File: config.mk
export PLATFORM = sky130hd
export DESIGN_NAME = band_power_meter
export DESIGN_NICKNAME = d
export VERILOG_FILES = /design/src/rtl/band_power_meter.sv
export SDC_FILE = /design/constraint.sdc
export NUM_CORES = 2
export LEC_CHECK = 0
export BUFFER_PORTS_ARGS = -buffer_cell sky130_fd_sc_hd__buf_2
export CORE_MARGIN = 2
export CORE_UTILIZATION = 36
export CTS_CLUSTER_DIAMETER = 50
export DETAILED_ROUTE_END_ITERATION = 12
export GPL_ROUTABILITY_DRIVEN = 0
export SYNTH_ARGS = -nofsm -noshare
export SYNTH_HDL_FRONTEND = slang
export SYNTH_SLANG_ARGS = --single-unit
File: constraint.sdc
create_clock -name sample_clk -period 10.05 [get_ports sample_clk]
set_input_delay 2.01 -clock sample_clk [delete_from_list [all_inputs] [get_ports sample_clk]]
set_output_delay 2.01 -clock sample_clk [all_outputs]
set_load 0.01 [all_outputs]
File: src/rtl/band_power_meter.sv
// Per-band magnitude accumulator feeding ten 12-bit bar heights, refreshed on a display request.
// Latency: request edge E0 snapshots/clears; bins 1..10 written on E1..E10, values_updated pulses after E10.
// Backpressure: none; one sample per cycle always accepted, requests seen while busy are dropped and flag overrun.
module band_power_meter #(
    parameter int SHIFT = 8,
    parameter int DECAY = 64,
    parameter int ACC_W = 32
) (
    input  logic        sample_clk,
    input  logic        rst_n,
    input  logic        band_valid,
    input  logic [3:0]  band_idx,
    input  logic [15:0] band_sample,
    input  logic        set_values_flag,
    output logic [11:0] bin1_out,
    output logic [11:0] bin2_out,
    output logic [11:0] bin3_out,
    output logic [11:0] bin4_out,
    output logic [11:0] bin5_out,
    output logic [11:0] bin6_out,
    output logic [11:0] bin7_out,
    output logic [11:0] bin8_out,
    output logic [11:0] bin9_out,
    output logic [11:0] bin10_out,
    output logic        values_updated,
    output logic        busy,
    output logic        overrun
);

    localparam logic [0:0] S_IDLE = 1'b0;
    localparam logic [0:0] S_DUMP = 1'b1;

    // Decays larger than full scale behave the same as full scale.
    localparam int         DECAY_C  = (DECAY > 4096) ? 4096 : DECAY;
    localparam logic [12:0] DECAY_13 = 13'(DECAY_C);

    logic [0:0]       state;
    logic [3:0]       k;
    logic [ACC_W-1:0] acc   [10];
    logic [ACC_W-1:0] snap  [10];
    logic [11:0]      bin_q [10];

    logic [16:0]      sext;
    logic [16:0]      mag;
    logic             hit;
    logic             start;
    logic [ACC_W-1:0] acc_sel;
    logic [ACC_W:0]   sum_wide;
    logic [ACC_W-1:0] acc_sum;

    logic [ACC_W-1:0] snap_sel;
    logic [ACC_W-1:0] shifted;
    logic [11:0]      n_val;
    logic [11:0]      o_val;
    logic [11:0]      floor_val;
    logic [11:0]      bin_next;

    always_comb begin
        sext     = {band_sample[15], band_sample};
        mag      = sext[16] ? (~sext + 17'd1) : sext;
        hit      = band_valid && (band_idx < 4'd10);
        start    = (state == S_IDLE) && set_values_flag;
        acc_sel  = '0;
        for (int i = 0; i < 10; i++) begin
            if (band_idx == 4'(i)) acc_sel = acc[i];
        end
        sum_wide = {1'b0, acc_sel} + (ACC_W+1)'(mag);
        acc_sum  = sum_wide[ACC_W] ? '1 : sum_wide[ACC_W-1:0];
    end

    always_comb begin
        snap_sel = '0;
        o_val    = '0;
        for (int i = 0; i < 10; i++) begin
            if (k == 4'(i)) begin
                snap_sel = snap[i];
                o_val    = bin_q[i];
            end
        end
        shifted   = snap_sel >> SHIFT;
        n_val     = (shifted > ACC_W'(4095)) ? 12'hFFF : shifted[11:0];
        floor_val = ({1'b0, o_val} > DECAY_13) ? (o_val - DECAY_13[11:0]) : 12'd0;
        // A zero decay means the bar tracks the new value directly, up or down.
        if (DECAY == 0)
            bin_next = n_val;
        else if (n_val >= o_val)
            bin_next = n_val;
        else
            bin_next = (n_val > floor_val) ? n_val : floor_val;
    end

    always_ff @(posedge sample_clk or negedge rst_n) begin
        if (!rst_n) begin
            state          <= S_IDLE;
            k              <= '0;
            values_updated <= 1'b0;
            overrun        <= 1'b0;
            for (int i = 0; i < 10; i++) begin
                acc[i]   <= '0;
                snap[i]  <= '0;
                bin_q[i] <= '0;
            end
        end else begin
            values_updated <= 1'b0;
            // A sample landing on the request edge starts the new window.
            for (int i = 0; i < 10; i++) begin
                if (start)
                    acc[i] <= (hit && band_idx == 4'(i)) ? ACC_W'(mag) : '0;
                else if (hit && band_idx == 4'(i))
                    acc[i] <= acc_sum;
            end
            case (state)
                S_IDLE: begin
                    if (set_values_flag) begin
                        for (int i = 0; i < 10; i++) snap[i] <= acc[i];
                        k     <= '0;
                        state <= S_DUMP;
                    end
                end
                default: begin
                    if (set_values_flag) overrun <= 1'b1;
                    for (int i = 0; i < 10; i++) begin
                        if (k == 4'(i)) bin_q[i] <= bin_next;
                    end
                    if (k == 4'd9) begin
                        state          <= S_IDLE;
                        values_updated <= 1'b1;
                    end
                    k <= k + 4'd1;
                end
            endcase
        end
    end

    assign busy      = (state == S_DUMP);
    assign bin1_out  = bin_q[0];
    assign bin2_out  = bin_q[1];
    assign bin3_out  = bin_q[2];
    assign bin4_out  = bin_q[3];
    assign bin5_out  = bin_q[4];
    assign bin6_out  = bin_q[5];
    assign bin7_out  = bin_q[6];
    assign bin8_out  = bin_q[7];
    assign bin9_out  = bin_q[8];
    assign bin10_out = bin_q[9];

endmodule

==> results.ini <==
[route]
via_count = 30521
m1WireLength_mm = 54.8
vias_per_cell = 5.88
drc = 0
wl_met2_mm = 55.1
avgRoutedWirePerCell_um = 24.4
antenna_left = 0
wirelength_mm = 127
dr.pass1.iters = 7
wl_met3_mm = 11.7
first_iter_violations = 4128
top_layer = met5

[cts]
clk_latency_ns = 0.66
cts_tree = built
cts_buffer_depth = 3
worst_setup_hold_path_clk_slew_ns = 0.06
cts_sinks = 687
cts_setup_buffers = 0
cts_inserted_buffers = 88
cts_hold_buf = 0
cts_max_level = 3
ctsResizeCount = 0
cts_root_buf = clkbuf_16

[yosys]
postSynth.asyncResetShare_pct = 100
synth_flop_cell = dfrtp_1
synth.cell_area_mm2 = 0.0344
syn_inst = 3820
synth_edf_count = 0
ys_seq_area_share_pct = 50.0
avgSynthCellArea_um2 = 9.01
yosysWarnings = 0
synth_top_area_cell = dfrtp_1
yosysTopAreaCellShare_pct = 50.0
ys_seq_elements = 687
yosysUniqueCellTypes = 114
synthesis.nets = 3890
synthTopCellsByArea = dfrtp_1 50%, nand2_1 10%, o21ai_0 4.9%

[finish]
syn_to_final_growth_pct = 14.6
nNetsFinal = 3921
fillerInstances = 9351
fin_util_pct = 41.5
drive_above_1_share_pct = 12.7

[timing]
rsz0062_at_grt = false
setup-tns-final_ns = 0
setup_viol = 0
finalHoldViolCount = 0
worstMarginPinSlew_ns = 1.27
fmax_ghz = 0.125
period_share_pct = 79.7
fin_crit_ns = 8.01
max_slew_margin_pct = 13.0
finalClockSkew_ns = 0.0330
final_max_slew_viol_count = 0

[worst_hold_path]
hp-class = flop to flop
hp-start = snap[212]

[critical_path]
startpoint = band_idx[2]
arrival_ns = 8.49
cp.required_ns = 10.54
worst-setup-path-type = input port to flop
cp-end-kind = flop
cp-start-kind = input port
reg2reg_from = k[3]
path_max_fanout = 12

[power]
switching_share_pct = 44.7
peakVddDrop_mv = 0.239
pwr-share-seq_pct = 32.2
power.density_mw_per_mm2 = 369
p_leak_nw = 18.0
p_int_mw = 8.05
power.switching_mw = 6.51
comb_power_share_pct = 44.4
p_clk_share_pct = 23.4

[placement]
place.port_buffers = 146
hpwl_mm = 82.6

[grt]
grt_max_degree = 171
antenna_found_initial = 1
grt_usage_pct = 25.4
grt_first_pass_wirelength_mm = 191
grt_overflow = 0
grt_pass1_vias = 28950

[die]
die_h_um = 313
io_pins = 147
rows = 113
die_w_um = 313
initial_utilization_pct = 36.3
die_area_mm2 = 0.0981
core_area_mm2 = 0.0949

[status]
status = completed

[flow_run]
cap_violations = 0

per-stage QoR:
stage	area (µm²)	cells	hold WS (ns)	setup slack, ns	power, mW
floorplan	34400	3820	0.437	2.79	8.69
global placement	36300	5026	0.448	1.86	11.0
finish	39400	5188	0.470	2.04	14.6
CTS	39400	5187	0.470	2.39	14.5
detailed placement	36300	5026	0.455	1.85	11.1
global route	39400	5187	0.484	1.91	15.4
final timing paths:
kind                                end  slack (ns)  depth (start not counted)
max in group asynchronous      snap[23]        6.70                          3
min reg2reg                   snap[212]        0.47                          2
max reg2reg                bin1_out[11]        3.14                         20
min in group asynchronous   bin3_out[3]        1.40                          1
max                            acc[317]        2.04                         15
min                           snap[212]        0.47                          2
power groups by stage:
stage,clock network [mW],registers (mW),logic (mW)
2_1_floorplan,0,4.46,4.24
3_5_place_dp,0,4.70,6.37
4_1_cts,3.43,4.66,6.40
3_3_place_gp,0,4.70,6.27
5_1_grt,3.56,4.80,7.04
6_report,3.41,4.69,6.46
sequential cells by signal, summed over array words and instances (netlist names):
signal          cells
bin7_out           12
bin8_out           12
bin2_out           12
bin3_out           12
bin5_out           12
overrun             1
k                   4
snap              240
acc               320
values_updated      1
busy                1
bin4_out           12
bin9_out           12
bin6_out           12
bin1_out           12
bin10_out          12
placed cells by master (no fill, tap or decap), drive strengths merged, types with 45 or more instances in the layout:
cell type	Yosys	routed
buf	84	226
o21ai	355	355
ha	45	45
o31ai	93	93
o22ai	47	47
clkbuf	201	112
dfrtp	687	687
nand3	171	171
a21oi	224	224
nand2	936	936
inv	37	46
nor2	248	248
cell usage after synthesis (25+ instances only):
cell type,n
nand2_1,935
dfrtp_1,687
o21ai_0,338
nor2_1,246
a21oi_1,223
clkbuf_1,200
nand3_1,170
o31ai_1,83
o22ai_1,47
ha_1,45
buf_2,43
a221oi_1,42
a31oi_1,41
a211oi_1,39
a22oi_1,37
inv_1,36
nor3_1,34
nor2b_1,33
a22o_1,27
mux2i_1,25
o211ai_1,25
xnor2_1,25
cell families (layout without fill, tap and decap cells):
family	after synthesis	count (layout)	synth area share, %
simple gates	1552	1552	19.5
compound gates	1112	1112	21.3
flops	687	687	50.0
buf+inv	325	427	4.03
mux	54	54	2.33
fa+ha+maj	48	48	1.76
xor+xnor	41	41	1.07
other cells	1	2	0.0109
layer usage:
layer	up-vias	track usage, %
met3	313	5.00
li1	13618	-
met1	14987	36.6
met4	2	9.50
met2	1601	37.7
met5	-	0
worst max-delay path, cell delays in order:
cell	delay, ns
buf_2	0.38
nor2b_1	0.97
nand2_1	0.78
o21ai_0	0.37
nand2_1	0.09
ha_1	0.32
o21a_1	0.21
o21ai_0	0.37
o31ai_1	0.14
a2111oi_0	0.62
o21bai_1	0.16
a21oi_1	0.81
nor4b_1	0.14
xnor2_1	0.88
a21oi_1	0.21
final cells by class:
cell class | instances | area (µm²) | area share, %
clock buffer | 112 | 2340 | 5.94
multi-input combinational | 2808 | 16000 | 40.5
antenna | 1 | 2.50 | 0.00635
timing repair buffer | 226 | 1420 | 3.61
clock inverter | 49 | 769 | 1.95
tap | 1265 | 1580 | 4.02
inverter | 40 | 150 | 0.381
sequential | 687 | 17200 | 43.6
Power figures use the tool's default switching activity.
